==> src/rtl/led_fade_scheduler.sv <==
// Staggered fade-in / hold / fade-out sequencer for CH LED PWM channels sharing one PWM counter.
// Optional quadratic brightness curve when LED_FADE_GAMMA_EN is defined (adds one output pipeline stage).
module led_fade_scheduler #(
  parameter int CH         = 8,
  parameter int PWM_BITS   = 6,
  parameter int STEP_DIV   = 2,
  parameter int HOLD_STEPS = 4
) (
  input  logic                  clk,
  input  logic                  rst,
  input  logic                  start,
  input  logic                  stop,
  input  logic                  loop,
  input  logic                  wave,
  output logic [CH-1:0]         pwm_out,
  output logic                  busy,
  output logic                  cycle_done,
  output logic [$clog2(CH)-1:0] active_ch
);
  localparam int AW = $clog2(CH);
  localparam int DW = (STEP_DIV > 1) ? $clog2(STEP_DIV) : 1;
  localparam int HW = $clog2(HOLD_STEPS + 1);
  localparam logic [PWM_BITS-1:0] DMAX      = '1;
  localparam logic [PWM_BITS-1:0] HALF      = PWM_BITS'(1) << (PWM_BITS - 1);
  localparam logic [DW-1:0]       DIV_LAST  = DW'(STEP_DIV - 1);
  localparam logic [HW-1:0]       HOLD_LAST = HW'(HOLD_STEPS - 1);
  localparam logic [AW-1:0]       TOP_CH    = AW'(CH - 1);

  typedef enum logic [1:0] {IDLE, RUN, DRAIN} g_state_t;
  typedef enum logic [1:0] {C_OFF, C_UP, C_HOLD, C_DOWN} ch_state_t;

  g_state_t            state_reg, state_next;
  logic [PWM_BITS-1:0] pcnt_reg, pcnt_next;
  logic [DW-1:0]       div_reg, div_next;
  logic                wave_reg, wave_next;
  logic                last_reg, last_next;
  logic                busy_reg, busy_next;
  logic                done_reg, done_next;
  logic [AW-1:0]       active_reg, active_next;

  ch_state_t           ch_reg [CH];
  ch_state_t           ch_next [CH];
  ch_state_t           tick_ch [CH];
  logic [PWM_BITS-1:0] duty_reg [CH];
  logic [PWM_BITS-1:0] duty_next [CH];
  logic [PWM_BITS-1:0] tick_duty [CH];
  logic [HW-1:0]       hold_reg [CH];
  logic [HW-1:0]       hold_next [CH];
  logic [HW-1:0]       tick_hold [CH];

  logic period_end, step_tick, start_act, stop_take, launch, all_off;

  assign period_end = busy_reg && (pcnt_reg == DMAX);
  assign step_tick  = period_end && (div_reg == DIV_LAST);

  // Per-channel envelope advance on a step tick; saturating at both ends.
  always_comb begin
    for (int i = 0; i < CH; i++) begin
      tick_ch[i]   = ch_reg[i];
      tick_duty[i] = duty_reg[i];
      tick_hold[i] = hold_reg[i];
      if (step_tick) begin
        case (ch_reg[i])
          C_UP: begin
            if (duty_reg[i] >= DMAX - 1'b1) begin
              tick_duty[i] = DMAX;
              tick_ch[i]   = C_HOLD;
              tick_hold[i] = '0;
            end else begin
              tick_duty[i] = duty_reg[i] + 1'b1;
            end
          end
          C_HOLD: begin
            if (hold_reg[i] >= HOLD_LAST) tick_ch[i] = C_DOWN;
            else tick_hold[i] = hold_reg[i] + 1'b1;
          end
          C_DOWN: begin
            if (duty_reg[i] <= PWM_BITS'(1)) begin
              tick_duty[i] = '0;
              tick_ch[i]   = C_OFF;
            end else begin
              tick_duty[i] = duty_reg[i] - 1'b1;
            end
          end
          default: ;
        endcase
      end
    end
  end

  // Launch, abort, restart and global sequencing.
  always_comb begin
    start_act = ((state_reg == IDLE) && start && !stop) ||
                ((state_reg == RUN) && done_reg && loop && !stop);
    stop_take = (state_reg == RUN) && stop && !done_reg;

    launch = 1'b0;
    if ((state_reg == RUN) && step_tick && !last_reg && !stop_take && !done_reg &&
        (ch_reg[active_reg] == C_UP)) begin
      if (!wave_reg && (tick_ch[active_reg] == C_HOLD)) launch = 1'b1;
      if (wave_reg && (tick_duty[active_reg] == HALF)) launch = 1'b1;
    end

    all_off = 1'b1;
    for (int i = 0; i < CH; i++) begin
      ch_next[i]   = tick_ch[i];
      duty_next[i] = tick_duty[i];
      hold_next[i] = tick_hold[i];
      if (launch && (i == int'(active_reg) - 1)) begin
        ch_next[i]   = C_UP;
        duty_next[i] = '0;
        hold_next[i] = '0;
      end
      if (stop_take && ((tick_ch[i] == C_UP) || (tick_ch[i] == C_HOLD))) ch_next[i] = C_DOWN;
      if (start_act) begin
        ch_next[i]   = (i == CH - 1) ? C_UP : C_OFF;
        duty_next[i] = '0;
        hold_next[i] = '0;
      end
      if (ch_next[i] != C_OFF) all_off = 1'b0;
    end

    active_next = active_reg;
    last_next   = last_reg;
    wave_next   = wave_reg;
    if (launch) begin
      active_next = active_reg - 1'b1;
      last_next   = (active_reg == AW'(1));
    end
    if (start_act) begin
      active_next = TOP_CH;
      last_next   = (CH == 1);
      wave_next   = wave;
    end

    done_next = !done_reg && !start_act && all_off &&
                (((state_reg == RUN) && last_reg) || (state_reg == DRAIN));

    state_next = state_reg;
    case (state_reg)
      IDLE:    if (start_act) state_next = RUN;
      RUN: begin
        if (done_reg) state_next = start_act ? RUN : IDLE;
        else if (stop_take) state_next = DRAIN;
      end
      DRAIN:   if (done_reg) state_next = IDLE;
      default: state_next = IDLE;
    endcase
    busy_next = (state_next != IDLE);

    pcnt_next = start_act ? '0 : (busy_reg ? pcnt_reg + 1'b1 : pcnt_reg);
    div_next  = div_reg;
    if (start_act) div_next = '0;
    else if (period_end) div_next = step_tick ? '0 : div_reg + 1'b1;
  end

  always_ff @(posedge clk or posedge rst) begin
    if (rst) begin
      state_reg  <= IDLE;
      pcnt_reg   <= '0;
      div_reg    <= '0;
      wave_reg   <= 1'b0;
      last_reg   <= 1'b0;
      busy_reg   <= 1'b0;
      done_reg   <= 1'b0;
      active_reg <= TOP_CH;
      for (int i = 0; i < CH; i++) begin
        ch_reg[i]   <= C_OFF;
        duty_reg[i] <= '0;
        hold_reg[i] <= '0;
      end
    end else begin
      state_reg  <= state_next;
      pcnt_reg   <= pcnt_next;
      div_reg    <= div_next;
      wave_reg   <= wave_next;
      last_reg   <= last_next;
      busy_reg   <= busy_next;
      done_reg   <= done_next;
      active_reg <= active_next;
      for (int i = 0; i < CH; i++) begin
        ch_reg[i]   <= ch_next[i];
        duty_reg[i] <= duty_next[i];
        hold_reg[i] <= hold_next[i];
      end
    end
  end

  assign busy       = busy_reg;
  assign cycle_done = done_reg;
  assign active_ch  = active_reg;

`ifdef LED_FADE_GAMMA_EN
  // Counter is delayed one clock so it stays aligned with the squared compare value.
  logic [PWM_BITS-1:0] pcnt_d_reg;
  always_ff @(posedge clk or posedge rst) begin
    if (rst) pcnt_d_reg <= '0;
    else pcnt_d_reg <= pcnt_reg;
  end

  for (genvar gi = 0; gi < CH; gi++) begin : g_pwm
    logic [2*PWM_BITS-1:0] prod;
    logic [PWM_BITS-1:0]   sq_reg;
    logic                  pwm_bit_reg;
    assign prod = {{PWM_BITS{1'b0}}, duty_reg[gi]} * {{PWM_BITS{1'b0}}, duty_reg[gi]};
    always_ff @(posedge clk or posedge rst) begin
      if (rst) begin
        sq_reg      <= '0;
        pwm_bit_reg <= 1'b0;
      end else begin
        sq_reg      <= PWM_BITS'(prod >> PWM_BITS);
        pwm_bit_reg <= (pcnt_d_reg < sq_reg);
      end
    end
    assign pwm_out[gi] = pwm_bit_reg;
  end
`else
  for (genvar gi = 0; gi < CH; gi++) begin : g_pwm
    logic pwm_bit_reg;
    always_ff @(posedge clk or posedge rst) begin
      if (rst) pwm_bit_reg <= 1'b0;
      else pwm_bit_reg <= (pcnt_reg < duty_reg[gi]);
    end
    assign pwm_out[gi] = pwm_bit_reg;
  end
`endif

endmodule

==> config.mk <==
export PLATFORM = sky130hd
export DESIGN_NAME = led_fade_scheduler
export DESIGN_NICKNAME = d
export VERILOG_FILES = /design/src/rtl/led_fade_scheduler.sv
export SDC_FILE = /design/constraint.sdc
export NUM_CORES = 1
export LEC_CHECK = 0
export CAP_MARGIN = 20
export CORE_MARGIN = 2
export CORE_UTILIZATION = 50
export CTS_CLUSTER_DIAMETER = 40
export DETAILED_ROUTE_END_ITERATION = 8
export PLACE_DENSITY = 0.65
export SLEW_MARGIN = 20
export SYNTH_ARGS = -nofsm -noshare
export SYNTH_HDL_FRONTEND = slang
export SYNTH_SLANG_ARGS = --single-unit
export TNS_END_PERCENT = 1
==> constraint.sdc <==
create_clock -name clk -period 13.3 [get_ports clk]
set_input_delay 3.99 -clock clk [delete_from_list [all_inputs] [get_ports clk]]
set_output_delay 3.99 -clock clk [all_outputs]
set_load 0.01 [all_outputs]
; After elaboration in Yosys (flattened, before gate mapping)
; Cells that the tools add are included.
[op_classes]
magnitude_cmp = 33
shift = 0
eq_ne = 70
n_reduce_logical = 90
n_div = 0
n_mux = 195
n_addsub = 28
bitwise_logic = 1
mul = 0
[op_table]
columns = cell, count
row1 = 2-to-1 mux 6 bit, 44
row2 = 2-to-1 mux 2 bit, 64
row3 = 2-to-1 mux 3 bit, 42
row4 = one-hot mux 6 bit (2 select lines), 8
row5 = inequality test 4 bit (second input constant), 16
row6 = adder 6 x 1 -> 6 bit (second input constant), 9
row7 = one-hot mux 2 bit (3 select lines), 9
row8 = == test 2 bit (second input constant), 26
row9 = >= comparator 6 bit (second input constant), 8
row10 = less-or-equal comparator 6 x 1 -> 1 bit (second input constant), 8
row11 = less-than comparator 6 bit, 8
row12 = one-hot mux 3 bit (2 select lines), 8
row13 = subtractor 6 x 1 -> 6 bit (second input constant), 8
row14 = == test 2 x 1 -> 1 bit (second input constant), 18
row15 = logical AND 1 bit, 36
row16 = logical NOT 32 bit, 1
row17 = AND reduction 4 bit, 8
row18 = nonzero test 4 bit, 8
row19 = adder 3 x 1 -> 3 bit (second input constant), 8
row20 = >= comparator 3 x 2 -> 1 bit (second input constant), 8
row21 = nonzero test 2 bit, 12
row22 = nonzero test 3 bit, 8
row23 = binary-select mux 6 bit (select 3 bit), 1
row24 = 2-to-1 mux 1 bit, 17
row25 = 14 further kinds, 34
[word_totals]
input_bits = 6
output_inout_bits = 13
word_cells = 457
mem_bits_rw = 0
mem_count = 0
register_bits = 112
latch_bits = 0
mem_bits_ro = 0

; Longest topological paths before layout
; Gate-level depths: netlist of the first run.
[depth]
depth_word = 27
depth_mapped = 16
ltp_nobuf = 13

; Worst setup path before layout of the first run
; OpenSTA, ideal clock, no wires.
[synth_path]
path_kind = input to register
from = in stop
to = reg done_reg (netlist: cycle_done)
required_ps = 13204
t_arrival_ps = 5808
stages = 9
slack_ps = 7396
path_buffers = 0
setup_ps = 96
cell_sequence = nor2_1 nand2_1 a2111oi_0 o311ai_1 nor4_4 nand4_2 a21oi_1 o2111ai_1 nor4_2
[synth_via]
elab_chain_len = 22
word_cells_on_any_way = 71
classes_between = 33 x mux / 38 x reduce/logical
[synth_lines]
columns = item, line
row1 = from (decl), 12  ; input logic stop,
row2 = logical AND 1 bit (2 in a row), 95  ; stop_take = (state_reg == RUN) && stop && !done_reg;
row3 = logical NOT 1 bit, 98  ; if ((state_reg == RUN) && step_tick && !last_reg && !stop_take && !done_reg &&
row4 = logical AND 1 bit (3 in a row), 98
row5 = 2-to-1 mux 1 bit, 98
row6 = logical AND 1 bit, 109  ; if (launch && (i == int'(active_reg) - 1)) begin
row7 = 2-to-1 mux 2 bit, 109
row8 = 2-to-1 mux 2 bit, 114  ; if (stop_take && ((tick_ch[i] == C_UP) || (tick_ch[i] == C_HOLD))) ch_next[i] = C_DOWN;
row9 = 2-to-1 mux 2 bit, 115  ; if (start_act) begin
row10 = nonzero test 2 bit, 120  ; if (ch_next[i] != C_OFF) all_off = 1'b0;
row11 = 2-to-1 mux 1 bit (8 in a row), 120
row12 = logical AND 1 bit * (2 in a row), 136  ; done_next = !done_reg && !start_act && all_off &&
row13 = named net done_next, 38  ; logic done_reg, done_next;
row14 = to (signal assigned), 179  ; done_reg <= done_next;
row15 = to (decl), 38
; Mark *: on every way through the listed nets, which the timed path passes. The rest lies on a longest branch.
; A chain may end at the register's enable or synchronous reset.

==> summary.log, run 1 <==
[sta] final count of pins violating max slew 0
[final_layout] leading cell type in the layout, fill and taps excluded sky130_fd_sc_hd__nor2_1
[place] RD Place Congestion 0.919
[pwr] total power draw 1.07 mW
[setup_path] critical path required time 13560 ps
[setup_path] CP Class primary input to flip-flop
[clock_network] buffers inserted by post-CTS timing repair 0
[global_route] global-route wire length before repair 46.3 mm
[pwr] VDD IR-drop max 73.9 uV
[final_layout] fraction of layout instances using a drive strength above 1 5.65%
[global_route] met3 Resource Use GR 3.13%
[clock_network] clock tree from TritonCTS yes
[sta] worst-case clock skew 10.4 ps
[sta] final worst-path cycle share 49.9%
[die] placeable core region 20100 um^2
[global_route] met2 usage in global routing 43.2%
[synthesis] flip-flop and latch count after synthesis 112
[min_path] WHS Path Cells 2
[pwr] switching power 386 uW
[synthesis] number of instances in the synthesized netlist 1247
[final_layout] Area Overhead vs Synth 5.78%
[final_layout] nets@finish 1333
[final_layout] Filler Cell Count 1918
[pwr] internal power summed over all cells 682 uW
[synthesis] most frequently used flop master after synthesis sky130_fd_sc_hd__dfrtp_1
[global_route] via count of the first global-routing pass 8838
[die] Die X-Extent 146 um
[global_route] busiest layer in global routing met2
[final_layout] diode count 0
[routing] via density per instance 6.33
[setup_path] cell count of the worst reg-to-reg path 14
[clock_network] number of buffers inserted during clock tree synthesis 9
[routing] number of search-and-repair iterations in the first detailed-routing pass 6
[routing] wire length after detailed routing 28.1 mm
[place] Placed Instance Area 10400 um^2
[synthesis] count of synthesis-stage warnings from yosys 0
[die] num ports 19
[synthesis] part of the Yosys area used for sequential elements 27.6%
[sta] Post-Route Hold Slack 547 ps
[clock_network] # clock sinks 112
[clock_network] clock network latency to the later pin of the worst-skew pair 360 ps
[setup_path] endpoint class of the critical path flip-flop
[pwr] clock power share 28.9%
[clock_network] clock transition time at the flip-flop clock pins of the worst setup and hold paths 80 ps
[routing] total number of vias 9446
[setup_path] type of origin of the critical path primary input
[pwr] combinational share of power 28.6%
[pwr] static leakage 4.36 nW
[synthesis] mean cell area of the mapped netlist 8.14 um^2
[synthesis] Syn Std Cell Area 10200 um^2
[pwr] net switching share of the total power 36.1%
[outcome] result of the run finished clean
[routing] iteration-0 DRC count of the detailed router 788
[setup_path] largest fanout on the critical path 11
[sta] transition time of the tightest slew-check pin 853 ps
[synthesis] top post-synthesis cells by area sky130_fd_sc_hd__dfrtp_1 (27%), sky130_fd_sc_hd__ha_1 (14%), sky130_fd_sc_hd__a21oi_1 (4.5%)
[pwr] power per cell area 99.5 nW/um^2
[clock_network] hold bufs inserted after CTS 0
[sta] slew margin rel. 43.1%
[sta] highest attainable clock frequency 0.151 GHz
[sta] minimum clock period 6630 ps
[place] placed wire-length estimate after detailed placement 19.8 mm
[sta] final hold violation count 0
[routing] DRC viols 0
[synthesis] post-synth top area share 26.9%
[global_route] Total GRT Usage 26.4%
[final_layout] core utilization of the finished layout 53.4%
[sta] RSZ-0062 raised after global routing no
[synthesis] share of async-settable or async-resettable flops after synthesis 100%
[synthesis] Syn Nets 1363
[die] Die Y 146 um
[die] overall die area 21500 um^2
[final_layout] flip-flop count of the largest register after layout 48
[global_route] met1 usage in global routing 36.8%
[clock_network] root buffer selected by CTS sky130_fd_sc_hd__clkbuf_16
[place] Port Buffer Count 18
[global_route] number of antenna violations at the first check in global routing 0
[min_path] Tightest Hold Check Type flip-flop to flip-flop
[die] number of placement rows 52
[synthesis] Yosys top cell by area sky130_fd_sc_hd__dfrtp_1
[sta] Setup Total Neg Slack 0 ps
[clock_network] H-tree depth reported by CTS 3
[global_route] total gr overflow 0
[die] initial core utilization 50.5%
[sta] number of endpoints failing setup at the final stage 0
[final_layout] highest-count cells in the layout ignoring fill and taps sky130_fd_sc_hd__nor2_1 (117), sky130_fd_sc_hd__ha_1 (110), sky130_fd_sc_hd__dfrtp_1 (109)
[routing] Routed WL per cell 18.9 um
[clock_network] Resize count post-CTS 0
[routing] Antenna Violating Nets Remaining 0
[flow_run] count of max-cap constraint violations 0
[global_route] largest net degree at the start of global routing 60
[final_layout] final instance area 10700 um^2
[synthesis] number of distinct library cells after synthesis 95
[pwr] register share of total power 42.5%
[clock_network] clk buf depth 2
[synthesis] number of enable-type register cells in the synthesized netlist 0
[setup_path] arrival time of the worst setup path 6900 ps
## worst max-delay path, stage by stage
cell and delay, ps:
sky130_fd_sc_hd__clkdlybuf4s50_1 460, sky130_fd_sc_hd__nor2_1 160, sky130_fd_sc_hd__nand2_1 110, sky130_fd_sc_hd__a2111oi_0 330, sky130_fd_sc_hd__o311ai_1 220, sky130_fd_sc_hd__nor4_4 550, sky130_fd_sc_hd__a41o_1 560, sky130_fd_sc_hd__o21ai_0 180
sky130_fd_sc_hd__o21bai_1 200, sky130_fd_sc_hd__nor4_2 140
## power by group through the flow
stage               sequential, mW  clock [mW]  combinational [mW]
detailed placement           0.459           0               0.305
CTS                          0.452       0.314               0.307
global placement             0.459           0               0.299
finish                       0.454       0.308               0.305
global route                 0.459       0.326               0.348
floorplan                    0.408           0               0.260
## per-stage QoR
stage / worst slack [ps] / std cells
finish: 6670 / 1492
global route: 6370 / 1492
CTS: 6690 / 1492
detailed placement: 6360 / 1476
global placement: 6390 / 1476
floorplan: 6360 / 1247
## Yosys cell counts (12+ instances only)
library cell,instances
sky130_fd_sc_hd__inv_1,82
sky130_fd_sc_hd__nand4_1,21
sky130_fd_sc_hd__a31oi_1,29
sky130_fd_sc_hd__buf_4,12
sky130_fd_sc_hd__a21oi_1,92
sky130_fd_sc_hd__nor3_1,29
sky130_fd_sc_hd__nor2_1,117
sky130_fd_sc_hd__nand2_1,96
sky130_fd_sc_hd__xnor2_1,26
sky130_fd_sc_hd__clkbuf_1,42
sky130_fd_sc_hd__dfrtp_1,109
sky130_fd_sc_hd__nand3_1,35
sky130_fd_sc_hd__ha_1,110
sky130_fd_sc_hd__a211oi_1,19
sky130_fd_sc_hd__nand2b_1,26
sky130_fd_sc_hd__o21ai_0,77
sky130_fd_sc_hd__or3_1,12
sky130_fd_sc_hd__nor2b_1,19
sky130_fd_sc_hd__and3_1,28
## final cells by class
type                            count  area (um^2)  area share, %
Sequential cell                   112         2810           26.1
Timing Repair Buffer               27          248           2.31
Multi-Input combinational cell    984         6700           62.4
Clock buffer                       10          239           2.23
Clock inverter                      6         90.1          0.839
Tap cell                          270          338           3.15
Inverter                           83          314           2.92
## cell families (layout without fill, tap and decap cells)
group	after synthesis	count (layout)	synth area share, %
AOI/OAI and AO/OA	365	365	24.2
xor gates and xnor gates	34	34	2.93
adders and majority gates	110	110	13.6
buffers and inverters	151	126	6.37
DFF	112	112	27.6
muxes	7	7	0.703
and+or+nand+nor	468	468	24.6
## per-layer routing
layer / vias up / routed length, um
met5: - / 0
met4: 0 / 692
li1: 4536 / -
met2: 325 / 13000
met3: 46 / 1490
met1: 4539 / 12900
## worst paths after layout
check / start / endpoint / slack (ps)
min: hold_reg[7] / hold_reg[7] / 550
max in group asynchronous: rst / duty_reg[7] / 7910
max: stop / cycle_done / 6670
min reg2reg: hold_reg[7] / hold_reg[7] / 550
min in group asynchronous: rst / g_pwm[2].pwm_bit_reg / 4110
max reg2reg: pcnt_reg[1] / cycle_done / 7870
Note: power is estimated with default switching activity, not from simulation.
==> run 2: changes to the inputs <==
--- a/config.mk
+++ b/config.mk
@@ -10,7 +10,7 @@
 export CORE_UTILIZATION = 50
 export CTS_CLUSTER_DIAMETER = 40
 export DETAILED_ROUTE_END_ITERATION = 8
-export PLACE_DENSITY = 0.65
+export PLACE_DENSITY = 0.68
 export SLEW_MARGIN = 20
 export SYNTH_ARGS = -nofsm -noshare
 export SYNTH_HDL_FRONTEND = slang
==> constraint.sdc (replaced) <==
create_clock -name clk -period 6 [get_ports clk]
set_input_delay 1.8 -clock clk [delete_from_list [all_inputs] [get_ports clk]]
set_output_delay 1.8 -clock clk [all_outputs]
set_load 0.01 [all_outputs]
==> run 2 against run 1 <==
Sequential power rose by 120%. Sequential share of layout area grew 0.10 points. Count of clock-buffer cells in the layout fell by 1. Worst hold slack improved by 3.2 ps. Global-route usage rose by 0.19 points. Clock skew is 1.3 ps lower. Critical path depth increased by 3. Flip-flop and latch count stayed put. Power increased by 110%. Cell count about the same. Non-clock buffer count grew 1.
==> summary.log, run 2 (synthesized netlist as in run 1, its figures left out) <==
[sta] slew margin rel. 47.9%
[sta] number of endpoints failing setup at the final stage 0
[final_layout] Filler Cell Count 1861
[sta] final worst-path cycle share 79.4%
[pwr] power per cell area 214 nW/um^2
[place] worst slack at placement 1210 ps
[clock_network] H-tree depth reported by CTS 3
[clock_network] number of buffers inserted during clock tree synthesis 9
[setup_path] endpoint class of the critical path flip-flop
[routing] Antenna Violating Nets Remaining 0
[setup_path] largest stage delay on the critical path 660 ps
[final_layout] Storage cell area 2810 um^2
[global_route] largest net degree at the start of global routing 58
[routing] Routed WL per cell 19.2 um
[die] overall die area 21500 um^2
[sta] minimum clock period 4760 ps
[setup_path] type of origin of the critical path flip-flop
[sta] final hold violation count 0
[routing] iteration-0 DRC count of the detailed router 977
[sta] RSZ-0062 raised after global routing no
[final_layout] fraction of layout instances using a drive strength above 1 5.72%
[min_path] Tightest Hold Check Type flip-flop to flip-flop
[final_layout] Area Overhead vs Synth 5.37%
[clock_network] hold bufs inserted after CTS 0
[min_path] origin of the worst min-delay path hold_reg[8]
[setup_path] CP Class flip-flop to flip-flop
[die] placeable core region 20100 um^2
[routing] DRC viols 0
[die] number of placement rows 52
[routing] number of search-and-repair iterations in the first detailed-routing pass 6
[global_route] Total GRT Usage 26.6%
[setup_path] FF-to-FF Start pcnt_reg[1]
[setup_path] critical-path cell with the highest stage delay sky130_fd_sc_hd__dfrtp_1
[clock_network] clock tree from TritonCTS yes
[setup_path] arrival time of the worst setup path 5040 ps
[outcome] result of the run finished clean
[clock_network] Resize count post-CTS 0
[die] Die Y 146 um
[clock_network] # clock sinks 112
[clock_network] buffers inserted by post-CTS timing repair 0
[min_path] WHS Path Cells 2
[sta] transition time of the tightest slew-check pin 782 ps
[sta] highest attainable clock frequency 0.210 GHz
[routing] via density per instance 6.35
[final_layout] flip-flop count of the largest register after layout 48
[setup_path] largest fanout on the critical path 11
[sta] Setup Total Neg Slack 0 ps
[place] Port Buffer Count 18
[die] num ports 19
[final_layout] core utilization of the finished layout 53.2%
[final_layout] highest-count cells in the layout ignoring fill and taps sky130_fd_sc_hd__nor2_1 (117), sky130_fd_sc_hd__ha_1 (110), sky130_fd_sc_hd__dfrtp_1 (109)
[global_route] total gr overflow 0
[global_route] number of antenna violations at the first check in global routing 0
[place] RD Place Congestion 0.923
[routing] wire length after detailed routing 28.6 mm
[setup_path] critical path required time 6270 ps
[place] placed wire-length estimate after detailed placement 20.6 mm
[clock_network] clk buf depth 2
[pwr] static leakage 4.34 nW
[setup_path] cell count of the worst reg-to-reg path 13
[sta] worst-case clock skew 9.03 ps
[setup_path] chain of cells forming the critical path ha_1, nand4_2, buf_4, nor3_1, o22ai_1, a31oi_1, nor3b_1, o311ai_1, nor4_4, a41o_1, o21ai_0, o21bai_1, nor4_2
[setup_path] internal reg-to-reg setup slack 1240 ps
[sta] final count of pins violating max slew 0
[die] initial core utilization 50.5%
[global_route] via count of the first global-routing pass 8684
[flow_run] count of max-cap constraint violations 0
[pwr] VDD IR-drop max 136 uV
[global_route] global-route wire length before repair 46.4 mm
[sta] smallest setup slack after layout 1240 ps
[final_layout] diode count 0
[clock_network] clock network latency to the later pin of the worst-skew pair 360 ps
[final_layout] area of the multi-input gates 6700 um^2
[clock_network] clock transition time at the flip-flop clock pins of the worst setup and hold paths 80 ps
[min_path] hold path endpoint hold_reg[8]
[setup_path] worst reg2reg path endpoint cycle_done
[routing] total number of vias 9488
[final_layout] nets@finish 1334
[die] Die X-Extent 146 um
[clock_network] root buffer selected by CTS sky130_fd_sc_hd__clkbuf_16
[final_layout] leading cell type in the layout, fill and taps excluded sky130_fd_sc_hd__nor2_1
-- run 2: changes by cell type in the layout (fill, tap and decap cells not counted), sizes merged --
cell / delta
buf: +1
clkbuf: -1
clkinvlp: +1
clkinv: +2
bufinv: -2
-- run 2: cell type report --
type / count / share of cell area, %
multi-input combinational: 984 / 62.7
sequential: 112 / 26.2
tap: 270 / 3.16
inverter: 83 / 2.94
timing repair buffer: 28 / 2.39
clock buffer: 9 / 2.11
clock inverter: 7 / 0.515
-- run 2: where the power goes --
part           switching [mW]  internal, mW  total, mW
clock                   0.310         0.286      0.597
sequential              0.156         0.826      0.982
combinational           0.401         0.309      0.710
-- run 2: per-stage QoR --
stage	power (mW)	instance area, um^2	hold WS, ps	instances
finish	2.29	10700	550	1493
global route	2.44	10700	584	1493
CTS	2.30	10700	551	1493
detailed placement	1.70	10400	541	1477
global placement	1.68	10400	527	1477
floorplan	1.48	10200	479	1247
-- run 2: worst max-delay path by stage --
stage	startpoint	to	cells after the start
2_1_floorplan	rst	busy	1
3_3_place_gp	stop	cycle_done	10
3_5_place_dp	stop	cycle_done	10
4_1_cts	pcnt_reg[1]	cycle_done	13
5_1_grt	pcnt_reg[1]	cycle_done	13
6_report	pcnt_reg[1]	cycle_done	13
-- run 2: worst max-delay path, delay by kind of cell, from the launching register on --
family / cells / cell delay [ps]
AOI/OAI and AO/OA: 6 / 1660
adders and majority gates: 1 / 290
buffers and inverters: 1 / 340
DFF: 1 / 660
and+or+nand+nor: 5 / 1720
-- run 2: metal layers --
layer,global-route usage (%),part of all wire [%]
met5,0,0
met4,9.03,2.7
met3,3.50,6.5
met2,42.6,46
met1,37.3,45
==> run 3: changes to the inputs <==
--- a/config.mk
+++ b/config.mk
@@ -10,7 +10,7 @@
 export CORE_UTILIZATION = 50
 export CTS_CLUSTER_DIAMETER = 40
 export DETAILED_ROUTE_END_ITERATION = 8
-export PLACE_DENSITY = 0.68
+export PLACE_DENSITY = 0.65
 export SLEW_MARGIN = 20
 export SYNTH_ARGS = -nofsm -noshare
 export SYNTH_HDL_FRONTEND = slang
==> constraint.sdc (replaced) <==
create_clock -name clk -period 4.47 [get_ports clk]
set_input_delay 1.341 -clock clk [delete_from_list [all_inputs] [get_ports clk]]
set_output_delay 1.341 -clock clk [all_outputs]
set_load 0.01 [all_outputs]
==> run 3 against run 2 <==
Cell area grew 2.4%. First-iteration DRC count fell by 14%. Sequential power up 26%. Global-route usage rose by 0.76 points. Clock skew about the same. Clock power rose by 40%. Count of clock-buffer cells in the layout up 1. Sequential share of layout area fell by 0.62 points. Worst hold slack got worse by 3.7 ps. Register-to-register slack got worse by 920 ps. Largest cell class unchanged. Critical path type unchanged. Utilization rose by 1.3 points.
==> summary.log, run 3 (synthesized netlist as in run 1, its figures left out) <==
[clock_network] clock network latency to the later pin of the worst-skew pair 370 ps
[setup_path] chain of cells forming the critical path ha_1, nand4_2, nor4_1, a221o_1, nor2_1, o41ai_1, buf_4, a31oi_1, nor4_4, and2_1, nand3_1, nand2_1, o21ai_0
[min_path] WHS Path Cells 2
[setup_path] largest stage delay on the critical path 620 ps
[setup_path] worst reg2reg path endpoint ch_reg[9]
[min_path] Tightest Hold Check Type flip-flop to flip-flop
[routing] via density per instance 6.26
[min_path] origin of the worst min-delay path hold_reg[2]
[setup_path] CP Class flip-flop to flip-flop
[place] Port Buffer Count 18
[sta] final worst-path cycle share 92.9%
[sta] minimum clock period 4150 ps
[outcome] result of the run finished clean
[routing] Routed WL per cell 18.9 um
[global_route] Total GRT Usage 27.4%
[routing] number of search-and-repair iterations in the first detailed-routing pass 5
[setup_path] type of origin of the critical path flip-flop
[die] number of placement rows 52
[place] placed wire-length estimate after detailed placement 20.9 mm
[routing] total number of vias 9542
[clock_network] buffers inserted by post-CTS timing repair 0
[final_layout] Filler Cell Count 1823
[sta] highest attainable clock frequency 0.241 GHz
[final_layout] flip-flop count of the largest register after layout 48
[clock_network] clk buf depth 2
[place] worst slack at placement 295 ps
[clock_network] H-tree depth reported by CTS 3
[final_layout] highest-count cells in the layout ignoring fill and taps sky130_fd_sc_hd__nor2_1 (117), sky130_fd_sc_hd__ha_1 (110), sky130_fd_sc_hd__dfrtp_1 (109)
[setup_path] largest fanout on the critical path 14
[setup_path] critical-path cell with the highest stage delay sky130_fd_sc_hd__nor4_1
[die] Die X-Extent 146 um
[sta] Post-Route Hold Slack 546 ps
[global_route] largest net degree at the start of global routing 44
[clock_network] clock transition time at the flip-flop clock pins of the worst setup and hold paths 80 ps
[clock_network] number of buffers inserted during clock tree synthesis 9
[clock_network] # clock sinks 112
[pwr] VDD IR-drop max 217 uV
[die] num ports 19
[setup_path] FF-to-FF Start pcnt_reg[1]
[place] RD Place Congestion 0.935
[clock_network] hold bufs inserted after CTS 0
[final_layout] diode count 0
[final_layout] nets@finish 1366
[clock_network] root buffer selected by CTS sky130_fd_sc_hd__clkbuf_16
[global_route] via count of the first global-routing pass 9009
[final_layout] final instance area 11000 um^2
[sta] smallest setup slack after layout 316 ps
[die] Die Y 146 um
[place] Placed Instance Area 10700 um^2
[flow_run] count of max-cap constraint violations 0
[routing] iteration-0 DRC count of the detailed router 838
[global_route] total gr overflow 0
[sta] slew margin rel. 46.6%
[pwr] static leakage 4.50 nW
[sta] RSZ-0062 raised after global routing no
[clock_network] clock tree from TritonCTS yes
[sta] worst-case clock skew 8.63 ps
[setup_path] critical path required time 4710 ps
[pwr] total power draw 3.16 mW
[global_route] global-route wire length before repair 47.7 mm
[routing] Antenna Violating Nets Remaining 0
[die] overall die area 21500 um^2
[min_path] hold path endpoint hold_reg[2]
[pwr] power per cell area 288 nW/um^2
[sta] final count of pins violating max slew 0
[setup_path] endpoint class of the critical path flip-flop
[setup_path] arrival time of the worst setup path 4390 ps
[routing] DRC viols 0
[setup_path] internal reg-to-reg setup slack 320 ps
[sta] transition time of the tightest slew-check pin 801 ps
[sta] Setup Total Neg Slack 0 ps
[routing] wire length after detailed routing 28.8 mm
[setup_path] cell count of the worst reg-to-reg path 13
[final_layout] leading cell type in the layout, fill and taps excluded sky130_fd_sc_hd__nor2_1
[sta] number of endpoints failing setup at the final stage 0
[final_layout] Area Overhead vs Synth 7.91%
[global_route] number of antenna violations at the first check in global routing 0
[die] placeable core region 20100 um^2
[final_layout] fraction of layout instances using a drive strength above 1 8.05%
[sta] final hold violation count 0
[die] initial core utilization 50.5%
==> run 3: routing by layer <==
metal,track usage (%),part of all wire [%],wire length [um],vias up
met3,4.38,6.6,1900,61
met5,0,0,0,-
met2,43.9,46,13200,368
met4,10.1,2.9,842,0
met1,37.4,45,12900,4516
li1,-,-,-,4597
==> run 3: area by class of cell <==
| cell class | instances | area [um^2] | share of cell area [%] |
|---|---|---|---|
| Multi-Input combinational cell | 984 | 6700 | 61.2 |
| Sequential cell | 112 | 2810 | 25.6 |
| Timing Repair Buffer | 60 | 495 | 4.52 |
| Tap cell | 270 | 338 | 3.08 |
| Inverter | 83 | 314 | 2.87 |
| Clock buffer | 10 | 229 | 2.09 |
| Clock inverter | 6 | 67.6 | 0.617 |
==> run 3: where the power goes <==
group,internal [mW],switching [mW]
clock network,0.437,0.400
logic,0.448,0.632
registers,1.11,0.129
total,2.00,1.16
==> run 3: timing repair <==
item	in CTS	in global routing
gates resized for setup	0	2
endpoints found under the hold margin	0	0
endpoints found under the setup margin	0	35
==> run 3: critical path: cells and delay by family (launching register included) <==
kind	cells	cell delay, ps
flops	1	360
simple gates	7	2310
compound gates	4	930
buf+inv	1	220
fa+ha+maj	1	190
==> run 3: how the worst max path moves through the flow <==
stage,slack [ps],endpoint,cells past startpoint,startpoint
after floorplan,170,busy,1,rst
after global placement,300,cycle_done,14,duty_reg[42]
after detailed placement,300,ch_reg[9],14,duty_reg[42]
after CTS,280,ch_reg[9],14,duty_reg[42]
after global routing,40,ch_reg[9],12,pcnt_reg[1]
final,320,ch_reg[9],13,pcnt_reg[1]
==> run 3: metrics by stage <==
step	std cells	utilization, %
6_report	1525	54.5
3_3_place_gp	1509	53.0
2_1_floorplan	1247	-
4_1_cts	1525	54.5
5_1_grt	1525	54.5
3_5_place_dp	1509	53.0
==> RTL edit 1: new RTL, flow settings as in run 2 <==
The 3 states of `g_state_t` get a one-hot encoding in 3 bits.
--- a/src/rtl/led_fade_scheduler.sv
+++ b/src/rtl/led_fade_scheduler.sv
@@ -26,7 +26,7 @@
   localparam logic [HW-1:0]       HOLD_LAST = HW'(HOLD_STEPS - 1);
   localparam logic [AW-1:0]       TOP_CH    = AW'(CH - 1);
 
-  typedef enum logic [1:0] {IDLE, RUN, DRAIN} g_state_t;
+  typedef enum logic [2:0] {IDLE = 3'b001, RUN = 3'b010, DRAIN = 3'b100} g_state_t;
   typedef enum logic [1:0] {C_OFF, C_UP, C_HOLD, C_DOWN} ch_state_t;
 
   g_state_t            state_reg, state_next;
Check against the original RTL: same outputs for any inputs over 4 cycles, from zero or initial values and one cycle with rst high; so few cycles prove little.
==> RTL edit 1 against run 2 <==
- wire length rose by 2.5%
- area after synthesis rose by 0.49%
- hold slack worse by 10 ps
- setup slack worse by 110 ps
- cell area up 4.3%
- sequential cell count increased by 1
- final cell count is 2.5% higher
- first-iteration DRC count fell by 23%
- critical endpoint is now duty_reg[36]
- highest routed layer unchanged
Power is not compared: it rests on default switching activity, and its combinational part moved more than twofold at a synthesized area within 25%.
==> RTL edit 1: results (changes against run 2) <==
- Layout fillers: 1787 (-4.0%)
- H-tree Lvls: 4 (+1)
- Final period util: 81.3% (+1.9 points)
- Final Skew: 9.85 ps (+0.819 ps)
- Worst Tran Pin Value: 970 ps (+187 ps)
- Pin count of the biggest net entering global routing: 65 (+12%)
- Placed insts: 1498 (+1.4%)
- Area share of fa/ha/maj cells after synthesis: 13.5% (-0.067 points)
- Drt total wl: 29.3 mm (+2.5%)
- Top FF cell, synth: dfrtp_1
- Area after DPL: 10500 um2 (+0.78%)
- Global Route met1 Usage: 36.0% (-1.3 points)
- Via count: 9685 (+2.1%)
- Pre-CTS setup slack: 1250 ps (+36.3 ps)
- RR Endpoint: duty_reg[36]
- Netlist cell types: 93 (-2.1%)
- Critical Path AT: 5200 ps (+160 ps)
- GRT Overall Usage: 27.2% (+0.58 points)
- Metal-1 WL: 12.8 mm (+0.17%)
- Vias per cell: 6.33 (-0.39%)
- Met2 usage: 44.6% (+2.0 points)
- First-pass GRT wire length: 47.1 mm (+1.5%)
- WHS: 540 ps (-10.3 ps)
- Switching fraction of total power: 20.0%
- Fraction of layout cells with a size suffix above 1: 7.14% (+1.4 points)
- Sequential share of the synthesized area: 27.8% (+0.12 points)
- DRT iter0 DRCs: 753 (-23%)
- Met2 routed WL: 13.5 mm (+1.9%)
- M3 GR Usage: 4.66% (+1.2 points)
- Register area: 2830 um2 (+0.94%)
- Met3 wire length: 2.05 mm (+11%)
- Multiplexer share of the synthesized area: 0.503% (-0.20 points)
- Max stage delay on crit path: 770 ps (+110 ps)
- Post-DP HPWL: 20.9 mm (+1.4%)
- Mapped Nets: 1381 (+1.3%)
- Vias in the first global route: 9061 (+4.3%)
- Worst skew pair latency: 420 ps (+60 ps)
- Compound-Gate Fraction of Synth Area: 25.0% (+0.84 points)
- R2r setup slk: 1120 ps (-110 ps)
- Clock transition at path regs: 60 ps (-20 ps)
- Synth top cells by count: nor2_1, ha_1, dfrtp_1
- R2r startpoint: pcnt_reg[0]
- Min-delay src: last_reg
- Status: completed
- CP Max Fanout: 13 (+2)
-- RTL edit 1: tightest hold or removal path: cells and delay by family, from the launching register on --
| kind | cells | cell delay [ps] |
|---|---|---|
| DFF | 1 | 370 |
| and+or+nand+nor | 1 | 80 |
| AOI/OAI and AO/OA | 1 | 50 |
-- RTL edit 1: cell type report --
type	count	area share, %
flip-flops and latches	113	25.4
clock inverters	10	1.62
clock buffers	22	4.25
multi-input cells	988	59.9
inverters	93	3.15
repair buffers	34	2.69
well taps	270	3.03
-- RTL edit 1: power by group through the flow --
| stage | clock network [W] | registers [W] | logic (W) |
|---|---|---|---|
| floorplan | 0 | 0.000776 | 0.0000111 |
| global placement | 0 | 0.000776 | 0.0000221 |
| detailed placement | 0 | 0.000776 | 0.0000226 |
| CTS | 0.00115 | 0.000763 | 0.0000225 |
| global route | 0.00119 | 0.000762 | 0.0000246 |
| finish | 0.00113 | 0.000763 | 0.0000210 |
==> RTL edit 2: new RTL, settings of run 2 <==
Made on the original files. Build with the macro `LED_FADE_GAMMA_EN` defined.
--- a/src/rtl/led_fade_scheduler.sv
+++ b/src/rtl/led_fade_scheduler.sv
@@ -1,5 +1,7 @@
 // Staggered fade-in / hold / fade-out sequencer for CH LED PWM channels sharing one PWM counter.
 // Optional quadratic brightness curve when LED_FADE_GAMMA_EN is defined (adds one output pipeline stage).
+`define LED_FADE_GAMMA_EN
+
 module led_fade_scheduler #(
   parameter int CH         = 8,
   parameter int PWM_BITS   = 6,
Function: same outputs for any inputs over 4 cycles, from zero or initial values and one cycle with rst high; that may be too few to reach the edited logic, so the function may still have changed.
==> RTL edit 2 against run 2 <==
- sequential cell count grew 54
- power grew 43%
- area after synthesis grew 62%
- first-iteration DRC count shrank 7.3%
- highest routed layer unchanged
- wire length grew 39%
- count of clock-buffer cells in the layout grew 8
- setup slack lost 400 ps
- cell area grew 62%
==> RTL edit 2: results (changes against run 2) <==
- Antenna violations before repair: 0 (unchanged)
- CTS root buffer: clkbuf_16
- Setup Buffers After CTS: 0 (unchanged)
- Vias per cell: 5.82 (-8.4%)
- Mapped Nets: 2224 (+63%)
- Leakage power: 8.28 nW (+91%)
- NumNets Final: 2165 (+62%)
- GRT Overall Usage: 24.0% (-2.6 points)
- Pin count of the biggest net entering global routing: 167 (+190%)
- Final Skew: 16.9 ps (+7.87 ps)
- Max stage delay on crit path: 770 ps (+110 ps)
- Ys async rst share: 100% (unchanged)
- RD Place Congestion: 0.901 (-2.4%)
- First-pass GRT wire length: 66.3 mm (+43%)
- Max IR drop VDD: 0.210 mV (+55%)
- Vias in the first global route: 13200 (+52%)
- Number of gates resized after CTS: 0 (unchanged)
- Top FF cell, synth: dfrtp_1
- CP Max Fanout: 15 (+4)
- Yosys warns: 0 (unchanged)
- Fraction of layout cells with a size suffix above 1: 5.01% (-0.72 points)
- DRT iter0 DRCs: 906 (-7.3%)
- Avg Inst Size Synth: 8.45 um2 (+3.8%)
- Pint: 0.00213 W (+50%)
- Port bufs: 18 (unchanged)
- Largest delay contributor family on the critical path: compound AO/OA/AOI/OAI gates
- Max transition margin: 39.2% (-8.7 points)
- Post-Layout Cell Count: 2340 (+57%)
- Initial DRT Pass Iterations: 5 (-1)
- Avg WL per Cell: 16.9 um (-12%)
- Hold Crit Class: flip-flop to flip-flop
- H-tree Lvls: 4 (+1)
- GRT overflow: 0 (unchanged)
- Post-synth EDFFs: 0 (unchanged)
- Synth area leaders: dfrtp_1, ha_1, fa_1
- Post-DP HPWL: 28.6 mm (+39%)
- Status: completed
- Synth top cells by count: inv_1, ha_1, dfrtp_1
- Inserted Clock Buffers: 17 (+8)
- Worst skew pair latency: 450 ps (+90 ps)
- Sequential share of the synthesized area: 25.3% (-2.3 points)
- Diode count: 0 (unchanged)
- CTS max path bufs: 2 (unchanged)
- Netlist cell types: 97 (+2.1%)
- Max stage delay cell, worst path: nor2_2
- Clock transition at path regs: 80 ps (about the same)
- Layout fillers: 3002 (+61%)
- Critical Path AT: 5520 ps (+480 ps)
==> RTL edit 2: final cells by class <==
type / count / area [um2] / area share (%)
flip-flops and latches: 166 / 4160 / 23.9
multi-input cells: 1441 / 10900 / 62.9
inverters: 234 / 882 / 5.08
well taps: 442 / 553 / 3.18
repair buffers: 25 / 245 / 1.41
clock inverters: 15 / 174 / 1.00
clock buffers: 17 / 425 / 2.45
==> RTL edit 2: path summary, 6_finish.rpt <==
path                             start                 end  slack [ps]  cells past startpoint
max                        pcnt_reg[0]          cycle_done         840                     11
min                        pcnt_reg[1]       pcnt_d_reg[1]         440                      0
max reg2reg                pcnt_reg[0]          cycle_done         840                     11
min reg2reg                pcnt_reg[1]       pcnt_d_reg[1]         440                      0
max in group asynchronous          rst  g_pwm[3].sq_reg[2]        3360                      3
min in group asynchronous          rst  g_pwm[5].sq_reg[2]        1980                      3
==> RTL edit 2: power by group through the flow <==
stage	registers (W)	logic (W)	clock network, W
after detailed placement	0.00142	0.000713	0
final	0.00140	0.000712	0.00116
after global routing	0.00142	0.000807	0.00123
after CTS	0.00140	0.000717	0.00118
after floorplan	0.00129	0.000589	0
after global placement	0.00142	0.000693	0
==> RTL edit 2: kinds of logic after synthesis <==
logic type / after synthesis / synth area share, %
simple gates: 665 / 20.4
compound gates: 436 / 18.2
buf+inv: 337 / 8.15
fa+ha+maj: 274 / 24.2
flops: 166 / 25.3
xor+xnor: 48 / 2.56
mux: 18 / 1.17
==> RTL edit 2: metal layers <==
metal / vias to the layer above / wire length (um) / track usage (%) / part of all wire [%]
li1: 6572 / - / - / -
met4: 0 / 779 / 7.21 / 2.0
met3: 61 / 1910 / 3.13 / 4.8
met1: 6648 / 18600 / 33.4 / 47
met2: 342 / 18400 / 39.1 / 46
met5: - / 0 / 0 / 0
==> RTL edit 2: through the flow <==
step	utilization, %	setup slack (ps)	area (um2)
5_1_grt	53.5	578	17400
6_report	53.5	839	17400
3_3_place_gp	51.7	1080	16800
3_5_place_dp	51.7	929	16800
2_1_floorplan	-	1860	16400
4_1_cts	53.5	934	17400
